<file path="config.mk">
export PLATFORM = sky130hd
export DESIGN_NAME = pdp8l_xbr_arbiter_flat
export DESIGN_NICKNAME = d
export VERILOG_FILES = /design/src/rtl/pdp8l_xbr_arbiter_if.sv /design/src/rtl/pdp8l_xbr_arbiter.sv /design/src/flat_wrapper.sv
export SDC_FILE = /design/constraint.sdc
export NUM_CORES = 1
export LEC_CHECK = 0
export BUFFER_PORTS_ARGS = -buffer_cell sky130_fd_sc_hd__buf_2
export CELL_PAD_IN_SITES_DETAIL_PLACEMENT = 0
export CELL_PAD_IN_SITES_GLOBAL_PLACEMENT = 2
export CORE_ASPECT_RATIO = 1.25
export CORE_MARGIN = 10
export CORE_UTILIZATION = 26
export DETAILED_ROUTE_END_ITERATION = 12
export HOLD_SLACK_MARGIN = 0.02
export PLACE_DENSITY = 0.89
export REMOVE_ABC_BUFFERS = 1
export SYNTH_ARGS = -nofsm -noshare
export SYNTH_HDL_FRONTEND = slang
export SYNTH_SLANG_ARGS = --single-unit
</file>
<file path="constraint.sdc">
create_clock -name CLOCK -period 4.95 [get_ports CLOCK]
set_clock_uncertainty 0.15 [all_clocks]
set_input_delay 0.495 -clock CLOCK [delete_from_list [all_inputs] [get_ports CLOCK]]
set_output_delay 0.495 -clock CLOCK [all_outputs]
set_load 0.01 [all_outputs]
</file>
<file path="src/rtl/pdp8l_xbr_arbiter_if.sv">
// Request/acknowledge ports for C/A/D plus the xbr block-RAM bus.
// slave: arbiter side; master: requesters and RAM side.
interface pdp8l_xbr_arbiter_if #(
  parameter int AW = 15,
  parameter int DW = 12
);
  logic          c_req,   a_req,   d_req;
  logic          c_write, a_write, d_write;
  logic [AW-1:0] c_addr,  a_addr,  d_addr;
  logic [DW-1:0] c_wdat,  a_wdat,  d_wdat;
  logic [DW-1:0] c_rdat,  a_rdat,  d_rdat;
  logic          c_ack,   a_ack,   d_ack;
  logic [AW-1:0] xbraddr;
  logic [DW-1:0] xbrwdat;
  logic [DW-1:0] xbrrdat;
  logic          xbrenab;
  logic          xbrwena;
  logic          busy;

  modport slave (
    input  c_req, a_req, d_req, c_write, a_write, d_write,
           c_addr, a_addr, d_addr, c_wdat, a_wdat, d_wdat, xbrrdat,
    output c_rdat, a_rdat, d_rdat, c_ack, a_ack, d_ack,
           xbraddr, xbrwdat, xbrenab, xbrwena, busy
  );

  modport master (
    output c_req, a_req, d_req, c_write, a_write, d_write,
           c_addr, a_addr, d_addr, c_wdat, a_wdat, d_wdat, xbrrdat,
    input  c_rdat, a_rdat, d_rdat, c_ack, a_ack, d_ack,
           xbraddr, xbrwdat, xbrenab, xbrwena, busy
  );
endinterface

</file>
<file path="src/rtl/pdp8l_xbr_arbiter.sv">
// Three-port block-RAM arbiter: C strict priority, A/D round-robin, 3-clock access.
// Optional grant/wait statistics enabled by defining XBR_STATS_EN.
module pdp8l_xbr_arbiter #(
  parameter int AW = 15,
  parameter int DW = 12
) (
  input  logic CLOCK,
  input  logic RESET,
  pdp8l_xbr_arbiter_if.slave bus
`ifdef XBR_STATS_EN
  ,
  input  logic [1:0]  stat_sel,
  output logic [31:0] stat_data
`endif
);

  typedef enum logic [1:0] {ST_IDLE, ST_RUN, ST_DONE} state_t;
  typedef enum logic [1:0] {PORT_C, PORT_A, PORT_D} port_t;
  typedef enum logic {RR_A, RR_D} rr_t;

  state_t state, state_n;
  port_t  owner, grant_port;
  rr_t    rr, rr_n;
  logic   grant;

  logic          sel_write;
  logic [AW-1:0] sel_addr;
  logic [DW-1:0] sel_wdat;

  logic [AW-1:0] xbraddr_q;
  logic [DW-1:0] xbrwdat_q;
  logic          xbrenab_q, xbrwena_q;
  logic [DW-1:0] c_rdat_q, a_rdat_q, d_rdat_q;

  always_comb begin
    state_n    = state;
    rr_n       = rr;
    grant      = 1'b0;
    grant_port = PORT_C;
    case (state)
      ST_IDLE: begin
        if (bus.c_req) begin
          grant = 1'b1;  grant_port = PORT_C;
        end else if (rr == RR_A) begin
          if (bus.a_req)      begin grant = 1'b1; grant_port = PORT_A; end
          else if (bus.d_req) begin grant = 1'b1; grant_port = PORT_D; end
        end else begin
          if (bus.d_req)      begin grant = 1'b1; grant_port = PORT_D; end
          else if (bus.a_req) begin grant = 1'b1; grant_port = PORT_A; end
        end
        if (grant) begin
          state_n = ST_RUN;
          if (grant_port == PORT_A) rr_n = RR_D;
          if (grant_port == PORT_D) rr_n = RR_A;
        end
      end
      ST_RUN:  state_n = ST_DONE;
      ST_DONE: state_n = ST_IDLE;
      default: state_n = ST_IDLE;
    endcase
  end

  always_comb begin
    sel_write = bus.c_write;
    sel_addr  = bus.c_addr;
    sel_wdat  = bus.c_wdat;
    case (grant_port)
      PORT_A: begin
        sel_write = bus.a_write; sel_addr = bus.a_addr; sel_wdat = bus.a_wdat;
      end
      PORT_D: begin
        sel_write = bus.d_write; sel_addr = bus.d_addr; sel_wdat = bus.d_wdat;
      end
      default: ;
    endcase
  end

  always_ff @(posedge CLOCK) begin
    if (RESET) begin
      state     <= ST_IDLE;
      rr        <= RR_A;
      owner     <= PORT_C;
      xbraddr_q <= '0;
      xbrwdat_q <= '0;
      xbrenab_q <= 1'b0;
      xbrwena_q <= 1'b0;
      c_rdat_q  <= '0;
      a_rdat_q  <= '0;
      d_rdat_q  <= '0;
    end else begin
      state <= state_n;
      rr    <= rr_n;
      if (grant) begin
        owner     <= grant_port;
        xbraddr_q <= sel_addr;
        xbrwdat_q <= sel_wdat;
        xbrwena_q <= sel_write;
        xbrenab_q <= 1'b1;
      end
      if (state == ST_RUN) begin
        xbrenab_q <= 1'b0;
        xbrwena_q <= 1'b0;
        // Read data is captured only into the owning port's register.
        if (!xbrwena_q) begin
          case (owner)
            PORT_C:  c_rdat_q <= bus.xbrrdat;
            PORT_A:  a_rdat_q <= bus.xbrrdat;
            PORT_D:  d_rdat_q <= bus.xbrrdat;
            default: ;
          endcase
        end
      end
    end
  end

  assign bus.xbraddr = xbraddr_q;
  assign bus.xbrwdat = xbrwdat_q;
  assign bus.xbrenab = xbrenab_q;
  assign bus.xbrwena = xbrwena_q;
  assign bus.c_rdat  = c_rdat_q;
  assign bus.a_rdat  = a_rdat_q;
  assign bus.d_rdat  = d_rdat_q;
  assign bus.c_ack   = (state == ST_DONE) && (owner == PORT_C);
  assign bus.a_ack   = (state == ST_DONE) && (owner == PORT_A);
  assign bus.d_ack   = (state == ST_DONE) && (owner == PORT_D);
  assign bus.busy    = (state != ST_IDLE);

`ifdef XBR_STATS_EN
  logic [31:0] cnt_c, cnt_a, cnt_d, cur_wait, max_wait;
  logic        c_waiting;

  // C's own access in flight does not count as waiting.
  assign c_waiting = bus.c_req && !((state != ST_IDLE) && (owner == PORT_C));

  always_ff @(posedge CLOCK) begin
    if (RESET) begin
      cnt_c    <= '0;
      cnt_a    <= '0;
      cnt_d    <= '0;
      cur_wait <= '0;
      max_wait <= '0;
    end else begin
      if (grant) begin
        case (grant_port)
          PORT_C:  cnt_c <= cnt_c + 32'd1;
          PORT_A:  cnt_a <= cnt_a + 32'd1;
          PORT_D:  cnt_d <= cnt_d + 32'd1;
          default: ;
        endcase
      end
      if (grant && (grant_port == PORT_C)) begin
        if (cur_wait > max_wait) max_wait <= cur_wait;
        cur_wait <= '0;
      end else if (c_waiting && (cur_wait != '1)) begin
        cur_wait <= cur_wait + 32'd1;
      end
    end
  end

  always_comb begin
    case (stat_sel)
      2'd0:    stat_data = cnt_c;
      2'd1:    stat_data = cnt_a;
      2'd2:    stat_data = cnt_d;
      default: stat_data = max_wait;
    endcase
  end
`endif

endmodule

</file>
<file path="src/flat_wrapper.sv">
// flat-port wrapper written by rule: the top's interface ports become plain ports
module pdp8l_xbr_arbiter_flat 
#(
  parameter int AW = 15,
  parameter int DW = 12
)
  (CLOCK, RESET, bus_c_req, bus_a_req, bus_d_req, bus_c_write, bus_a_write, bus_d_write, bus_c_addr, bus_a_addr, bus_d_addr, bus_c_wdat, bus_a_wdat, bus_d_wdat, bus_xbrrdat, bus_c_rdat, bus_a_rdat, bus_d_rdat, bus_c_ack, bus_a_ack, bus_d_ack, bus_xbraddr, bus_xbrwdat, bus_xbrenab, bus_xbrwena, bus_busy);
  pdp8l_xbr_arbiter_if #(.AW(AW), .DW(DW)) bus_i ();
  input  logic CLOCK;
  input  logic RESET;
  input wire logic [$bits(bus_i.c_req)-1:0] bus_c_req;
  input wire logic [$bits(bus_i.a_req)-1:0] bus_a_req;
  input wire logic [$bits(bus_i.d_req)-1:0] bus_d_req;
  input wire logic [$bits(bus_i.c_write)-1:0] bus_c_write;
  input wire logic [$bits(bus_i.a_write)-1:0] bus_a_write;
  input wire logic [$bits(bus_i.d_write)-1:0] bus_d_write;
  input wire logic [$bits(bus_i.c_addr)-1:0] bus_c_addr;
  input wire logic [$bits(bus_i.a_addr)-1:0] bus_a_addr;
  input wire logic [$bits(bus_i.d_addr)-1:0] bus_d_addr;
  input wire logic [$bits(bus_i.c_wdat)-1:0] bus_c_wdat;
  input wire logic [$bits(bus_i.a_wdat)-1:0] bus_a_wdat;
  input wire logic [$bits(bus_i.d_wdat)-1:0] bus_d_wdat;
  input wire logic [$bits(bus_i.xbrrdat)-1:0] bus_xbrrdat;
  output wire logic [$bits(bus_i.c_rdat)-1:0] bus_c_rdat;
  output wire logic [$bits(bus_i.a_rdat)-1:0] bus_a_rdat;
  output wire logic [$bits(bus_i.d_rdat)-1:0] bus_d_rdat;
  output wire logic [$bits(bus_i.c_ack)-1:0] bus_c_ack;
  output wire logic [$bits(bus_i.a_ack)-1:0] bus_a_ack;
  output wire logic [$bits(bus_i.d_ack)-1:0] bus_d_ack;
  output wire logic [$bits(bus_i.xbraddr)-1:0] bus_xbraddr;
  output wire logic [$bits(bus_i.xbrwdat)-1:0] bus_xbrwdat;
  output wire logic [$bits(bus_i.xbrenab)-1:0] bus_xbrenab;
  output wire logic [$bits(bus_i.xbrwena)-1:0] bus_xbrwena;
  output wire logic [$bits(bus_i.busy)-1:0] bus_busy;
  assign bus_i.c_req = bus_c_req;
  assign bus_i.a_req = bus_a_req;
  assign bus_i.d_req = bus_d_req;
  assign bus_i.c_write = bus_c_write;
  assign bus_i.a_write = bus_a_write;
  assign bus_i.d_write = bus_d_write;
  assign bus_i.c_addr = bus_c_addr;
  assign bus_i.a_addr = bus_a_addr;
  assign bus_i.d_addr = bus_d_addr;
  assign bus_i.c_wdat = bus_c_wdat;
  assign bus_i.a_wdat = bus_a_wdat;
  assign bus_i.d_wdat = bus_d_wdat;
  assign bus_i.xbrrdat = bus_xbrrdat;
  assign bus_c_rdat = bus_i.c_rdat;
  assign bus_a_rdat = bus_i.a_rdat;
  assign bus_d_rdat = bus_i.d_rdat;
  assign bus_c_ack = bus_i.c_ack;
  assign bus_a_ack = bus_i.a_ack;
  assign bus_d_ack = bus_i.d_ack;
  assign bus_xbraddr = bus_i.xbraddr;
  assign bus_xbrwdat = bus_i.xbrwdat;
  assign bus_xbrenab = bus_i.xbrenab;
  assign bus_xbrwena = bus_i.xbrwena;
  assign bus_busy = bus_i.busy;
  pdp8l_xbr_arbiter #(.AW(AW), .DW(DW)) u_core (.CLOCK(CLOCK), .RESET(RESET), .bus(bus_i));
endmodule
</file>
; ---- After elaboration in Yosys (flattened, before gate mapping)
; Cells that the tools add are included.
[op_classes]
eq_ne = 9
mux = 23
n_bitwise = 1
reduce_logical = 12
[op_table]
columns = operator, count
row1 = $pmux 15 s2, 1
row2 = $pmux 12 s2, 1
row3 = $mux 2, 8
row4 = $reduce_and 3->1, 4
row5 = $mux 1, 11
row6 = $eq 2x1->1 const B, 4
row7 = $eq 2x2->1 const B, 4
row8 = $logic_not 2->1, 2
row9 = $pmux 2 s2, 1
row10 = $reduce_bool 2->1, 2
row11 = $logic_and 1x1->1, 3
row12 = $ne 2x1->1 const B, 1
row13 = $pmux 1 s2, 1
row14 = $reduce_or 2->1, 1
row15 = $not 1->1, 1
[word_totals]
ff_bits = 70
input_bits = 101
output_inout_bits = 69
elab_cells = 55

; ---- Longest topological paths before layout
[depth]
ltp_word = 8
ltp_mapped = 9
depth_no_buf = 7

; ---- Least setup slack after synthesis
; Ideal clock, no wire load.
[synth_path]
path_kind = input port to flip-flop
startpoint = in bus_d_req
endpoint = reg u_core.xbrwdat_q[0], in the netlist u_core.bus.xbrwdat[0]
setup_time_ns = 0.117
arrival_time_ns = 1.809
t_required_ns = 4.683
path_slack_ns = 2.874
stages = 8
n_path_buf = 2
path_cell_list = nand2_1 > nand4b_1 > inv_1 > ha_1 > clkbuf_1 > clkbuf_1 > o21ai_0 > a22o_1
[synth_between]
elab_cells_between_ends = 17
cone_classes = eq/ne (2) / mux (15)
[synth_lines]
columns = element, line
row1 = "start, declared", flat_wrapper.sv:13  ; input wire logic [$bits(bus_i.d_req)-1:0] bus_d_req;
row2 = $mux 2 (*), pdp8l_xbr_arbiter.sv:48  ; if (bus.d_req) begin grant = 1'b1; grant_port = PORT_D; end
row3 = $mux 2 (*), pdp8l_xbr_arbiter.sv:44  ; end else if (rr == RR_A) begin
row4 = $mux 2 (*), pdp8l_xbr_arbiter.sv:42  ; if (bus.c_req) begin
row5 = $mux 2 (*) (2 in series), pdp8l_xbr_arbiter.sv:40  ; case (state)
row6 = via u_core.grant_port[0], pdp8l_xbr_arbiter.sv:22  ; port_t owner, grant_port;
row7 = $eq 2x2->1 / $eq 2x1->1 (equally long branches), pdp8l_xbr_arbiter.sv:67  ; case (grant_port)
row8 = $pmux 12 s2 (*), pdp8l_xbr_arbiter.sv:67
row9 = "end signal, assigned", pdp8l_xbr_arbiter.sv:96  ; xbrwdat_q <= sel_wdat;
row10 = "end, declared", pdp8l_xbr_arbiter.sv:31  ; logic [DW-1:0] xbrwdat_q;
; The timed path passes the listed nets; every way through them passes the cells marked *. The select of a mux whose other input is x is not followed.
; A chain may end at the register's enable or synchronous reset.

; ---- Final worst setup path
[layout_path]
startpoint = reg u_core.owner[1]
endpoint = out bus_d_ack
[layout_between]
elab_chain_cells = 2
[layout_lines]
columns = element, line
row1 = "start, declared", pdp8l_xbr_arbiter.sv:22
row2 = "start signal, assigned", pdp8l_xbr_arbiter.sv:94  ; owner <= grant_port;
row3 = $eq 2x2->1, pdp8l_xbr_arbiter.sv:125  ; assign bus.d_ack = (state == ST_DONE) && (owner == PORT_D);
row4 = $logic_and 1x1->1, pdp8l_xbr_arbiter.sv:125
row5 = "end, declared", flat_wrapper.sv:29  ; output wire logic [$bits(bus_i.d_ack)-1:0] bus_d_ack;
; Every way passes these cells.

==> results.md <==
- Max_slew headroom: about a fifth
- Vias in the first global route: between 3k and 4k
- Final Hold Viols: 0
- Cell Chain, Critical Path: inv_1, nor4b_1, buf_2
- Pre-CTS WS: about 2.0 ns
- Worst min-delay path startpoint: bus_xbrrdat[6]
- Outcome: complete, no violations
- CP Launch Type: flop
- Critical Path Source: u_core.owner[1]
- Hold WC Path Type: input pin to flop
- Post-synth EDFFs: 0
- R2R depth: 7
- Initial core utilization: a little over a quarter
- Final WS setup: about 1.7 ns
- P_sw: 0.000421 W
- Most numerous cell in the Yosys netlist: dfxtp_1
- CP max stage delay: just over 1 ns
- Die X: roughly 120 µm
- H-tree depth: 3
- Syn Std Cell Area: 0.00313 mm²
- Flop2flop setup slack: 2.40 ns
- DRT Pass-1 Iters: 4
- Root Buffer Master: clkbuf_16
- Yosys cell types: 37
- Synth top area cells: dfxtp_1 45%, a22o_1 7.5%, o21ai_0 7.0%
- Synth warn: 0
- Die area: roughly 0.017 mm²
- Setup violations, final: 0
- Final period util: 66.3%
- Clock Power Share: between 40 and 50%
- Post-CTS Resized: 0
- Setup_tns: 0 ns
- Buffers from clock root to sink, at most: 2
- Sw Share: a little over a quarter
- Initial detailed-routing violation count: 200
- Total length of routed wires: 11100 µm
- Standard-cell row count: between 40 and 50
- DR vias/cell: between 4 and 5
- DRC violations left: 0
- RSZ-0062 raised after global routing: false
- Initial antenna violation count: 0
- Family with the most delay on the worst path: flip-flops
- Synth async-reset ratio: 0%
- Syn avg cell area: around 8.6 µm²
- Critical path required time: 4.30 ns
- WL per Instance: about 16 µm
- RR Endpoint: u_core.bus.xbraddr[0]
- Cell count after synthesis: ~360
- Worst r2r src: u_core.state[1]
- CP max FO: 30
- # Post-CTS Setup Buffers: 0
- Register area: 0.00140 mm²
- Comb power frac: between 15 and 20%
- CTS tree: done
- Largest net degree at the start of global routing: between 50 and 60
- WS Path Type: flop to output pin
- CP endpoint: bus_d_ack
- Fill cells: around 1.2k
- P_int: between 0.001 and 0.0015 W
- Via count of the routed design: 3250
- Number of cells on the critical path: 3
- GRT overflow: 0
- Commonest cells post-synth: 70 x dfxtp_1, 44 x o21ai_0, 40 x a21oi_1
- Max Freq: just over 0.3 GHz
- Max rail drop VDD: 0.000132 V
- Util after Layout: 37.0%
- Cell taking the most area after synthesis: dfxtp_1
- Slew Limit Fails: 0
- Routability cong.: approximately 0.77
- Hold-fix buffers at CTS: 0
- Worst skew pair latency: 0.33 ns
- Multi-input gate area: approximately 0.0015 mm²
- Final HPWL DP: between 8000 and 9000 µm
- Synth Flop Type: dfxtp_1
- First-pass GRT wire length: between 15000 and 20000 µm
- Layout cell share with drive strength beyond 1: between 30% and 40%
- Clock transition at the registers of the reported paths: 0.06 ns
- Worst Setup End Kind: output pin
- Highest-delay cell along the critical path: dfxtp_1
- Final nets: roughly 610
- PwrDens: approximately 370 mW/mm²
- Diodes inserted: 0
- Clock Sink Count: 70
- Global-route usage over all layers: 13.0%
- Final min period: roughly 3.3 ns
- Area grow syn2layout: 38.5%
- Critical Path AT: between 2 and 3 ns
- Core area: between 0.01 and 0.015 mm²
- Cell leakage power: ~2 nW
- Max-cap violation count: 0
- Top-level port count: 170
- Share of the synthesized area in the top cell type: between 40 and 50%
- Slew @ Worst Pin: 1.19 ns
- Bufs and invs on worst path: 2
- Die Y: approximately 140 µm
- Seq/Total Area, Yosys: ~45%
- Port Buf Inserts: about 170
- DRT antenna net count: 0
- TritonCTS buffer count: 9
- Seq pwr share: 39.6%
- Seq cells post-synth: 70
per-layer routing:
layer	share of wire (%)	up-vias	track usage [%]	wire, µm
met3	12	4	6.94	1300
met5	0	-	0	0
met1	47	1438	16.2	5160
met2	41	164	18.4	4500
met4	0.81	0	4.69	89
li1	-	1644	-	-
worst register-to-register path: cells and delay by family, from the launching register on:
kind,cells,cell delay (ns)
and+or+nand+nor,2,0.40
AOI/OAI and AO/OA,3,0.63
adders and majority gates,1,0.84
DFF,1,0.40
buffers and inverters,1,0.09
placed cells by master (no fill, tap or decap), drive strengths merged, types with 2 or more instances in the layout:
cell type,n
buf,170
dfxtp,70
o21ai,65
a21oi,40
nand3,37
nand2,28
a22oi,27
a22o,27
clkbuf,11
inv,7
ha,3
nor4b,3
nor2,3
nand4b,2
bufinv,2
nor3,2
clkinv,2
power by group through the flow:
stage | sequential, W | combinational (W) | clock [W]
floorplan | 0.000654 | 0.000118 | 0
global placement | 0.000642 | 0.000258 | 0
detailed placement | 0.000643 | 0.000261 | 0
CTS | 0.000632 | 0.000260 | 0.000731
global route | 0.000638 | 0.000289 | 0.000755
finish | 0.000632 | 0.000256 | 0.000710
cell type report:
| class | instances | share of cell area, % |
|---|---|---|
| Sequential cell | 70 | 32.3 |
| Clock buffer | 11 | 5.82 |
| Tap cell | 161 | 4.64 |
| Clock inverter | 5 | 1.87 |
| Inverter | 7 | 0.606 |
| Multi-Input combinational cell | 251 | 35.1 |
| Timing Repair Buffer | 170 | 19.7 |
cell families after synthesis:
logic type      count (synthesis)  synth area share, %
simple gates                   84                 14.9
buf+inv                        43                 6.87
flops                          70                 44.7
fa+ha+maj                       3                 1.20
compound gates                164                 32.3
state kept, by name (all words and copies together) (netlist names), 2 cells and up:
register and cells:
u_core.bus.a_rdat 12, u_core.bus.c_rdat 12, u_core.bus.xbraddr 15, u_core.state 2
u_core.bus.d_rdat 12, u_core.owner 2, u_core.bus.xbrwdat 12
how the worst min path moves through the flow:
stage          cells after the start                     end  slack (ns)
3_5_place_dp                       1  u_core.bus.xbraddr[13]        0.31
5_1_grt                            3    u_core.bus.d_rdat[6]        0.29
2_1_floorplan                      2               u_core.rr        0.30
3_3_place_gp                       1  u_core.bus.xbraddr[10]        0.31
4_1_cts                            3    u_core.bus.d_rdat[6]        0.28
6_report                           3    u_core.bus.d_rdat[6]        0.30
stage by stage:
step / total power (W) / instances / hold slack [ns] / instance area [µm²]
global route: 0.00168 / 675 / 0.294 / 4340
detailed placement: 0.000903 / 659 / 0.308 / 4010
floorplan: 0.000772 / 328 / 0.300 / 2940
CTS: 0.00162 / 675 / 0.275 / 4340
finish: 0.00160 / 675 / 0.296 / 4340
global placement: 0.000900 / 659 / 0.306 / 4010
(Power assumes the default switching activity.)
